File: src/rtl/rfb_scan_scheduler_if.sv
// Interface between the RFB scan scheduler and its surroundings: rotation pulses,
// the dual-port RFB read path and the column-pair handshake to the HUB75 converter.
interface rfb_scan_scheduler_if #(
  parameter int ROTATIONAL_RES = 1024,
  parameter int SCAN_RATE      = 32,
  parameter int NUM_ROWS       = 64
);
  localparam int AW = $clog2(ROTATIONAL_RES);
  localparam int RW = $clog2(SCAN_RATE);

  logic                           angle_tick_in;
  logic                           angle_sync_in;
  logic [AW+RW-1:0]               rfb_addr0_out;
  logic [AW+RW-1:0]               rfb_addr1_out;
  logic [NUM_ROWS-1:0]            rfb_data0_in;
  logic [NUM_ROWS-1:0]            rfb_data1_in;
  logic [1:0][RW-1:0]             radii_out;
  logic [1:0][NUM_ROWS-1:0]       rfb_cols_out;
  logic                           cols_valid_out;
  logic                           cols_ready_in;
  logic [AW-1:0]                  angle_out;
  logic [15:0]                    overrun_count_out;
  logic                           busy_out;

  modport master (
    input  angle_tick_in, angle_sync_in, rfb_data0_in, rfb_data1_in, cols_ready_in,
    output rfb_addr0_out, rfb_addr1_out, radii_out, rfb_cols_out, cols_valid_out,
           angle_out, overrun_count_out, busy_out
  );

  modport slave (
    output angle_tick_in, angle_sync_in, rfb_data0_in, rfb_data1_in, cols_ready_in,
    input  rfb_addr0_out, rfb_addr1_out, radii_out, rfb_cols_out, cols_valid_out,
           angle_out, overrun_count_out, busy_out
  );
endinterface

File: src/rtl/rfb_scan_scheduler.sv
// Walks every radius of the current angular slice, reading both half-panel columns
// from the RFB and handing each pair to the converter; tracks angle and overruns.
module rfb_scan_scheduler #(
  parameter int ROTATIONAL_RES = 1024,
  parameter int SCAN_RATE      = 32,
  parameter int NUM_ROWS       = 64,
  parameter int BRAM_LATENCY   = 2
) (
  input logic                  clk_in,
  input logic                  rst_in,
  rfb_scan_scheduler_if.master bus
);
  localparam int AW = $clog2(ROTATIONAL_RES);
  localparam int RW = $clog2(SCAN_RATE);
  localparam int CW = $clog2(BRAM_LATENCY + 1);
  localparam logic [AW-1:0] HALF_TURN   = AW'(ROTATIONAL_RES / 2);
  localparam logic [RW-1:0] LAST_RADIUS = RW'(SCAN_RATE - 1);
  localparam logic [CW-1:0] LAT_LOAD    = CW'(BRAM_LATENCY);

  typedef enum logic [2:0] {IDLE, ISSUE, WAIT_RD, PRESENT, HOLD} state_t;

  state_t                   state, state_next;
  logic [AW-1:0]            angle, slice_angle;
  logic [RW-1:0]            radius, slice_radius;
  logic [CW-1:0]            lat_cnt;
  logic                     pending_tick, pending_sync;
  logic [AW+RW-1:0]         addr0, addr1;
  logic [1:0][NUM_ROWS-1:0] cols;
  logic [1:0][RW-1:0]       radii;
  logic [15:0]              overrun_count;
  logic                     load_issue, new_slice, scanning;
  logic                     tick_event, sync_event, want_tick, want_sync;

  // A sync in the same cycle as a tick swallows the tick entirely.
  assign sync_event = bus.angle_sync_in;
  assign tick_event = bus.angle_tick_in & ~bus.angle_sync_in;
  assign scanning   = state inside {ISSUE, WAIT_RD, PRESENT};
  assign want_sync  = pending_sync | sync_event;
  assign want_tick  = pending_tick | tick_event;

  // NOTE: sequential state uses non-blocking assignments so every register samples
  // pre-edge values; blocking here would create order-dependent simulation races.
  always_ff @(posedge clk_in or posedge rst_in) begin
    if (rst_in) state <= IDLE;
    else        state <= state_next;
  end

  // NOTE: every output of this block gets a default first, so no path can leave
  // a signal unassigned and infer a latch.
  always_comb begin
    state_next   = state;
    load_issue   = 1'b0;
    new_slice    = 1'b0;
    slice_angle  = angle;
    slice_radius = radius;
    case (state)
      IDLE: begin
        if (sync_event) begin
          state_next   = ISSUE;
          load_issue   = 1'b1;
          new_slice    = 1'b1;
          slice_angle  = '0;
          slice_radius = '0;
        end
      end
      ISSUE:   state_next = WAIT_RD;
      WAIT_RD: if (lat_cnt == CW'(1)) state_next = PRESENT;
      PRESENT: begin
        if (bus.cols_ready_in) begin
          if (want_sync || want_tick) begin
            // Late slice start: the rest of the old slice is abandoned.
            state_next   = ISSUE;
            load_issue   = 1'b1;
            new_slice    = 1'b1;
            slice_angle  = want_sync ? '0 : angle + AW'(1);
            slice_radius = '0;
          end else if (radius == LAST_RADIUS) begin
            state_next = HOLD;
          end else begin
            state_next   = ISSUE;
            load_issue   = 1'b1;
            slice_radius = radius + RW'(1);
          end
        end
      end
      HOLD: begin
        if (sync_event || tick_event) begin
          state_next   = ISSUE;
          load_issue   = 1'b1;
          new_slice    = 1'b1;
          slice_angle  = sync_event ? '0 : angle + AW'(1);
          slice_radius = '0;
        end
      end
      default: state_next = IDLE;
    endcase
  end

  always_ff @(posedge clk_in or posedge rst_in) begin
    if (rst_in) begin
      angle         <= '0;
      radius        <= '0;
      lat_cnt       <= '0;
      pending_tick  <= 1'b0;
      pending_sync  <= 1'b0;
      addr0         <= '0;
      addr1         <= '0;
      cols          <= '0;
      radii         <= '0;
      overrun_count <= '0;
    end else begin
      if (load_issue) begin
        angle  <= slice_angle;
        radius <= slice_radius;
        addr0  <= {slice_angle, slice_radius};
        addr1  <= {slice_angle + HALF_TURN, slice_radius};
      end

      if (state == ISSUE)        lat_cnt <= LAT_LOAD;
      else if (state == WAIT_RD) lat_cnt <= lat_cnt - CW'(1);

      if (state == WAIT_RD && lat_cnt == CW'(1)) begin
        cols  <= {bus.rfb_data1_in, bus.rfb_data0_in};
        radii <= {radius, radius};
      end

      // Events seen in the handshake cycle are folded into the slice decision above.
      if (new_slice) begin
        pending_tick <= 1'b0;
        pending_sync <= 1'b0;
      end else if (scanning) begin
        if (sync_event)      pending_sync <= 1'b1;
        else if (tick_event) pending_tick <= 1'b1;
      end

      if (scanning && tick_event && overrun_count != 16'hFFFF)
        overrun_count <= overrun_count + 16'd1;
    end
  end

  always_comb begin
    bus.cols_valid_out    = (state == PRESENT);
    bus.busy_out          = scanning;
    bus.rfb_addr0_out     = addr0;
    bus.rfb_addr1_out     = addr1;
    bus.rfb_cols_out      = cols;
    bus.radii_out         = radii;
    bus.angle_out         = angle;
    bus.overrun_count_out = overrun_count;
  end
endmodule

File: src/flat_wrapper.sv
// flat-port wrapper written by rule: the top's interface ports become plain ports
module rfb_scan_scheduler_flat 
#(
  parameter int ROTATIONAL_RES = 1024,
  parameter int SCAN_RATE      = 32,
  parameter int NUM_ROWS       = 64,
  parameter int BRAM_LATENCY   = 2
)
  (clk_in, rst_in, bus_angle_tick_in, bus_angle_sync_in, bus_rfb_data0_in, bus_rfb_data1_in, bus_cols_ready_in, bus_rfb_addr0_out, bus_rfb_addr1_out, bus_radii_out, bus_rfb_cols_out, bus_cols_valid_out, bus_angle_out, bus_overrun_count_out, bus_busy_out);
  rfb_scan_scheduler_if #(.ROTATIONAL_RES(ROTATIONAL_RES), .SCAN_RATE(SCAN_RATE), .NUM_ROWS(NUM_ROWS)) bus_i ();
  input logic clk_in;
  input logic rst_in;
  input wire logic [$bits(bus_i.angle_tick_in)-1:0] bus_angle_tick_in;
  input wire logic [$bits(bus_i.angle_sync_in)-1:0] bus_angle_sync_in;
  input wire logic [$bits(bus_i.rfb_data0_in)-1:0] bus_rfb_data0_in;
  input wire logic [$bits(bus_i.rfb_data1_in)-1:0] bus_rfb_data1_in;
  input wire logic [$bits(bus_i.cols_ready_in)-1:0] bus_cols_ready_in;
  output wire logic [$bits(bus_i.rfb_addr0_out)-1:0] bus_rfb_addr0_out;
  output wire logic [$bits(bus_i.rfb_addr1_out)-1:0] bus_rfb_addr1_out;
  output wire logic [$bits(bus_i.radii_out)-1:0] bus_radii_out;
  output wire logic [$bits(bus_i.rfb_cols_out)-1:0] bus_rfb_cols_out;
  output wire logic [$bits(bus_i.cols_valid_out)-1:0] bus_cols_valid_out;
  output wire logic [$bits(bus_i.angle_out)-1:0] bus_angle_out;
  output wire logic [$bits(bus_i.overrun_count_out)-1:0] bus_overrun_count_out;
  output wire logic [$bits(bus_i.busy_out)-1:0] bus_busy_out;
  assign bus_i.angle_tick_in = bus_angle_tick_in;
  assign bus_i.angle_sync_in = bus_angle_sync_in;
  assign bus_i.rfb_data0_in = bus_rfb_data0_in;
  assign bus_i.rfb_data1_in = bus_rfb_data1_in;
  assign bus_i.cols_ready_in = bus_cols_ready_in;
  assign bus_rfb_addr0_out = bus_i.rfb_addr0_out;
  assign bus_rfb_addr1_out = bus_i.rfb_addr1_out;
  assign bus_radii_out = bus_i.radii_out;
  assign bus_rfb_cols_out = bus_i.rfb_cols_out;
  assign bus_cols_valid_out = bus_i.cols_valid_out;
  assign bus_angle_out = bus_i.angle_out;
  assign bus_overrun_count_out = bus_i.overrun_count_out;
  assign bus_busy_out = bus_i.busy_out;
  rfb_scan_scheduler #(.ROTATIONAL_RES(ROTATIONAL_RES), .SCAN_RATE(SCAN_RATE), .NUM_ROWS(NUM_ROWS), .BRAM_LATENCY(BRAM_LATENCY)) u_core (.clk_in(clk_in), .rst_in(rst_in), .bus(bus_i));
endmodule
File: config.mk
export PLATFORM = sky130hd
export DESIGN_NAME = rfb_scan_scheduler_flat
export DESIGN_NICKNAME = d
export VERILOG_FILES = /design/src/rtl/rfb_scan_scheduler_if.sv /design/src/rtl/rfb_scan_scheduler.sv /design/src/flat_wrapper.sv
export SDC_FILE = /design/constraint.sdc
export NUM_CORES = 1
export LEC_CHECK = 0
export CAP_MARGIN = 10
export CORE_MARGIN = 3
export CORE_UTILIZATION = 38
export CTS_CLUSTER_DIAMETER = 40
export CTS_CLUSTER_SIZE = 20
export DETAILED_ROUTE_END_ITERATION = 7
export GPL_TIMING_DRIVEN = 0
export PLACE_DENSITY = 0.8
export RECOVER_POWER = 25
export SETUP_SLACK_MARGIN = 0.15
export SYNTH_ARGS = -nofsm -noshare
export SYNTH_HDL_FRONTEND = slang
export SYNTH_SLANG_ARGS = --single-unit
File: constraint.sdc
create_clock -name clk_in -period 4.8 [get_ports clk_in]
set_input_delay 0.48 -clock clk_in [delete_from_list [all_inputs] [get_ports clk_in]]
set_output_delay 0.48 -clock clk_in [all_outputs]
set_load 0.05 [all_outputs]
==> results of run 1 <==
-- where the power goes --
group	switching (mW)	internal, mW	total (mW)
logic	3.05	1.81	4.86
registers	0.352	2.08	2.43
clock network	0.583	0.937	1.52
-- final cells by class --
type                    instances  share of cell area
inverters                      10             0.00334
clock buffers                  17              0.0367
plain buffers                  49              0.0269
well taps                     234              0.0252
multi-input cells             292               0.227
clock inverters                13              0.0194
flip-flops and latches        172               0.371
repair buffers                333               0.290
-- how the worst max path moves through the flow --
stage,end,slack [ns],start,depth (start not counted)
5_1_grt,u_core.bus.rfb_cols_out[6],1.60,rst_in,5
6_report,bus_cols_valid_out,1.86,u_core.state[1],4
2_1_floorplan,async pin,2.12,rst_in,1
3_5_place_dp,register,2.30,bus_cols_ready_in,5
4_1_cts,bus_cols_valid_out,1.93,u_core.state[2],4
3_3_place_gp,u_core.bus.rfb_cols_out[4],0.62,rst_in,2
-- metrics by stage --
step                      total power, mW  setup WS (ns)
after global routing                 9.22           1.60
after floorplan                      5.65           2.12
after CTS                            8.91           1.93
after detailed placement             7.37           2.30
after global placement               7.28          0.622
final                                8.80           1.86
-- logic make-up after synthesis --
family | after synthesis | share of synthesized area
adder cells (fa/ha/maj) | 4 | 0.00687
buffers and inverters | 59 | 0.0481
AO/OA/AOI/OAI | 43 | 0.0448
AND/OR/NAND/NOR | 88 | 0.0737
flip-flops | 172 | 0.591
multiplexers | 139 | 0.214
XOR/XNOR | 18 | 0.0216
-- critical path: cells and delay by family (launching register included) --
family	cells	cell delay, ns
buffers and inverters	3	1.43
and+or+nand+nor	1	0.23
DFF	1	0.38
-- layer usage --
layer  part of all wire  up-vias  wire length (um)  global-route usage
li1                   -     2558                 -                   -
met1               0.39     2613              7650               0.221
met2               0.53      172             10400               0.322
met3              0.060       14              1180              0.0479
met4              0.012        0               242              0.0452
met5                  0        -                 0                   0
-- sequential cells by signal (all words and copies together), names as in the netlist, named ones only --
register                      count
u_core.bus.radii_out              5
u_core.bus.overrun_count_out     16
u_core.pending_tick               1
u_core.state                      3
u_core.pending_sync               1
u_core.lat_cnt                    2
u_core.bus.rfb_addr1_out          1
u_core.bus.rfb_cols_out         128
-- layout by cell type (no fill, tap or decap), types with 12 or more instances in the layout --
master and count:
clkdlybuf4s50_1 327, xor2_1 14, nand3_1 12, dfrtp_1 172, clkbuf_16 17, buf_4 29, nor2_1 15, buf_2 15
mux2_2 135, nand2_1 15
==> metrics.txt, run 1 <==
Ports=329; pwr dens=between 700 and 800 nW/um2; most frequent cell after synthesis=dfrtp_1; DIE HEIGHT=144 um; Port Buf Inserts=about 330; Hold Fails Final Rpt=0; CTS tree=built; DRT Pass-1 Iters=4; Worst setup EP type=output pin; Post-Syn Area per Cell=approximately 14 um2; Seq. cell area=4300 um2; Post-Syn Nets=660; fillcell total=around 1500; Routed WL=a little under 20 mm; Tightest Hold Check Type=in -> async; Commonest cells post-synth=172 x dfrtp_1, 135 x mux2_2, 29 x buf_4, 16 x buf_2; clock sink count=between 150 and 200; R2R Path Start=u_core.lat_cnt[1]; starting DRC count in detailed routing=about 150; DR DRC count=0; Mapped Cells=523; pin count of the biggest net entering global routing=41; Yosys cell types=54; vias in the first global route=approximately 5400; outcome=complete, but fails checks; final std cells w/o fill=between 1000 and 1500; CP max FO=10; Final #Nets=1012; area share of the largest cell type after synthesis=0.591; Clk Latency, worst-skew pair=approximately 0.41 ns; Worst Path Arrival=roughly 2.5 ns; share of layout cells above drive strength 1=0.254; Final Cycle Share=0.612; worst slew pin tran=1.99 ns; Via-to-Cell Ratio=~4.8; Slew HR=-0.325; max incr delay on CP=roughly 0.85 ns; Clock Skews=between 0.01 and 0.015 ns; Detailed Place HPWL=between 15 and 20 mm; antenna cell count=0; Clock Tree Root=clkbuf_16; biggest area consumer among synthesized cells=dfrtp_1; Final ANT Viol Nets=0; Final Util=0.618; Yosys reg bits=between 150 and 200; Most used DFF post-synth=dfrtp_1; Yosys warning total=0; final hold slack=0.495 ns; post-layout instance area=approximately 12000 um2; crit path cell chain=clkbuf_1, nand3b_1, inv_1, clkdlybuf4s50_1; via count=approximately 5400; critical path's slowest cell=clkdlybuf4s50_1; CTS Buf Count=17; R2R setup slack=~2.5 ns; initial antenna violation count=0; cts hold-fix bufs=0; f_max=341 MHz; R2R cell count=7; Clock Path Buffers=2; area of the core=about 19000 um2; Setup TNS=0 ns; fin crit period=2.94 ns; synth top area cells=dfrtp_1 59%, mux2_2 21%, buf_4 3.0%; clock-pin slew on the worst setup and hold paths=~0.070 ns; cts repair resizes=0; # rows=50; leakage power total=4.94 nW; grt total ovfl=0; multi-input logic area=between 2000 and 3000 um2; wire length per cell=17.4 um; die area=roughly 21000 um2; placed cell area=11000 um2; Peak VDD IR=0.000373 V; failing checks=max-capacitance violations, max-slew violations; WP data required=roughly 4.3 ns; final setup violation count=0; Syn-to-layout area delta=59.2%; EDFF count, synth=0; gp weighted congestion=between 0.7 and 0.8; Die X=about 140 um; unrepaired setup endpoints after global routing=false; postcts setup bufs=0; CP Launch Type=register; Max Slew Vio Count=33; Crit Path Class=reg -> out; Post-synth ARST share=1.00; Cells after DPL=~1100; post-synthesis sequential area ratio=0.591; FF-to-FF End=u_core.bus.rfb_cols_out[97]; initial core utilization=0.388; Syn Std Cell Area=between 7000 and 8000 um2; H-tree lvl count=4; first-pass GRT wire length=29.6 mm; MaxCap Viol Count=1; GRT Overall Usage=0.182
(Power assumes the default switching activity.)
==> run 2, diff against run 1 <==
Settings changed: CORE_UTILIZATION 38 to 42, PLACE_DENSITY 0.8 to 0.84.
Clock period 4.8 ns to 2.85 ns, I/O delays scaled along.
==> metrics.txt, run 2 (same netlist as run 1, synthesis figures left out) <==
Worst path top cell family by delay=buffers and inverters; final std cells w/o fill=around 1100; pin count of the biggest net entering global routing=43; Final Util=0.684; Largest register FFs=around 130; Clock Path Buffers=2; initial antenna violation count=0; final setup violation count=0; Clk Latency, worst-skew pair=between 0.4 and 0.5 ns; area of the core=16800 um2; clock-pin slew on the worst setup and hold paths=roughly 0.07 ns; cts hold-fix bufs=0; Routed WL=20.2 mm; Worst Path Arrival=2.27 ns; DR DRC count=0; share of layout cells above drive strength 1=0.254; wire length per cell=around 18 um; CTS Buf Count=17; max incr delay on CP=approximately 0.83 ns; Peak VDD IR=slightly below 0.0008 V; Port Buf Inserts=328; die area=roughly 19000 um2; CP Launch Type=register; Die X=approximately 140 um; Final ANT Viol Nets=0; outcome=complete, no violations; Cells after DPL=1075; leakage power total=4.89 nW; unrepaired setup endpoints after global routing=false; grt total ovfl=0; vias in the first global route=5549; most frequent cells in the layout=326 x clkdlybuf4s50_1, 172 x dfrtp_1, 135 x mux2_2; clock sink count=between 150 and 200; crit path cell chain=clkbuf_1, o21ba_2, clkdlybuf4s50_1; CTS tree=built; GRT Overall Usage=0.209; fin crit period=2.55 ns; DIE HEIGHT=between 100 and 150 um; Tightest Hold Check Type=in -> reg; gp weighted congestion=roughly 0.8; H-tree lvl count=4; critical path's slowest cell=clkdlybuf4s50_1; Crit Path Class=reg -> out; initial core utilization=0.435; fillcell total=1269; crit path buf inv count=2; pwr dens=1270 nW/um2; Max Slew Vio Count=0; postcts setup bufs=0; starting DRC count in detailed routing=196; Final Cycle Share=0.895; CP max FO=10; Ports=between 300 and 400; f_max=392 MHz; first-pass GRT wire length=around 30 mm; Detailed Place HPWL=15.9 mm; Worst setup EP type=output pin; Final #Nets=just over 1000; DRT Pass-1 Iters=4; Clock Tree Root=clkbuf_16; antenna cell count=0; Via-to-Cell Ratio=just under 5; # rows=between 40 and 50; worst slew pin tran=approximately 1.2 ns; Syn-to-layout area delta=57.4%; most common cell after layout, fill and taps aside=clkdlybuf4s50_1; WP data required=roughly 2.6 ns; Slew HR=0.222; Hold Fails Final Rpt=0; MaxCap Viol Count=0; via count=~5500; Clock Skews=0.0105 ns
run 2: cell types whose count changed in the layout (fill, tap and decap cells not counted), sizes merged:
cell	previous run	this run
bufinv	5	1
clkbuf	23	27
inv	17	11
clkinvlp	1	3
dlymetal6s2s	0	1
buf	48	46
clkinv	0	6
clkdlybuf4s50	327	326
run 2: stage by stage:
step / setup WS, ns / cell area [um2] / hold WS, ns / total power, mW / TNS (ns)
2_1_floorplan: 0.368 / 7290 / 0.389 / 9.51 / 0
6_report: 0.299 / 11500 / 0.467 / 14.5 / 0
3_3_place_gp: -1.10 / 10800 / 0.485 / 12.3 / -186.52
4_1_cts: 0.183 / 11500 / 0.293 / 14.7 / 0
5_1_grt: 0.159 / 11500 / 0.458 / 15.2 / 0
3_5_place_dp: 0.434 / 10900 / 0.494 / 12.5 / 0
run 2: worst paths after layout:
| check | start | endpoint | slack (ns) | cells past startpoint |
|---|---|---|---|---|
| max | u_core.state[1] | bus_busy_out | 0.30 | 3 |
| min | bus_rfb_data1_in[4] | u_core.bus.rfb_cols_out[68] | 0.47 | 2 |
| max reg2reg | u_core.lat_cnt[1] | u_core.bus.rfb_cols_out[101] | 0.50 | 7 |
| min reg2reg | u_core.bus.rfb_cols_out[100] | u_core.bus.rfb_cols_out[100] | 0.50 | 1 |
| max in group asynchronous | rst_in | u_core.bus.overrun_count_out[15] | 0.61 | 4 |
| min in group asynchronous | rst_in | u_core.bus.rfb_cols_out[45] | 0.54 | 2 |
run 2: final cells by class:
| type | count | area (um2) | area share |
|---|---|---|---|
| plain buffers | 49 | 312 | 0.0272 |
| clock buffers | 20 | 457 | 0.0398 |
| clock inverters | 11 | 111 | 0.00971 |
| inverters | 10 | 38.8 | 0.00338 |
| multi-input cells | 292 | 2630 | 0.230 |
| flip-flops and latches | 172 | 4300 | 0.375 |
| well taps | 220 | 275 | 0.0240 |
| repair buffers | 332 | 3340 | 0.291 |
run 2: what timing repair did:
item | in CTS | in global routing
endpoints found under the setup margin | 0 | 1
resized for setup | 0 | 1
endpoints found under the hold margin | 0 | 0
run 2: where the power goes:
part           internal, mW  switching [mW]  total, mW
sequential             3.50           0.605       4.10
combinational          3.05            5.17       8.22
clock                  1.26           0.966       2.22
total                  7.80            6.74       14.5
run 2: routing by layer:
layer,global-route usage,vias to the layer above,part of all wire
li1,-,2561,-
met1,0.238,2679,0.36
met2,0.368,193,0.53
met3,0.0701,36,0.082
met4,0.0730,0,0.028
met5,0,-,0
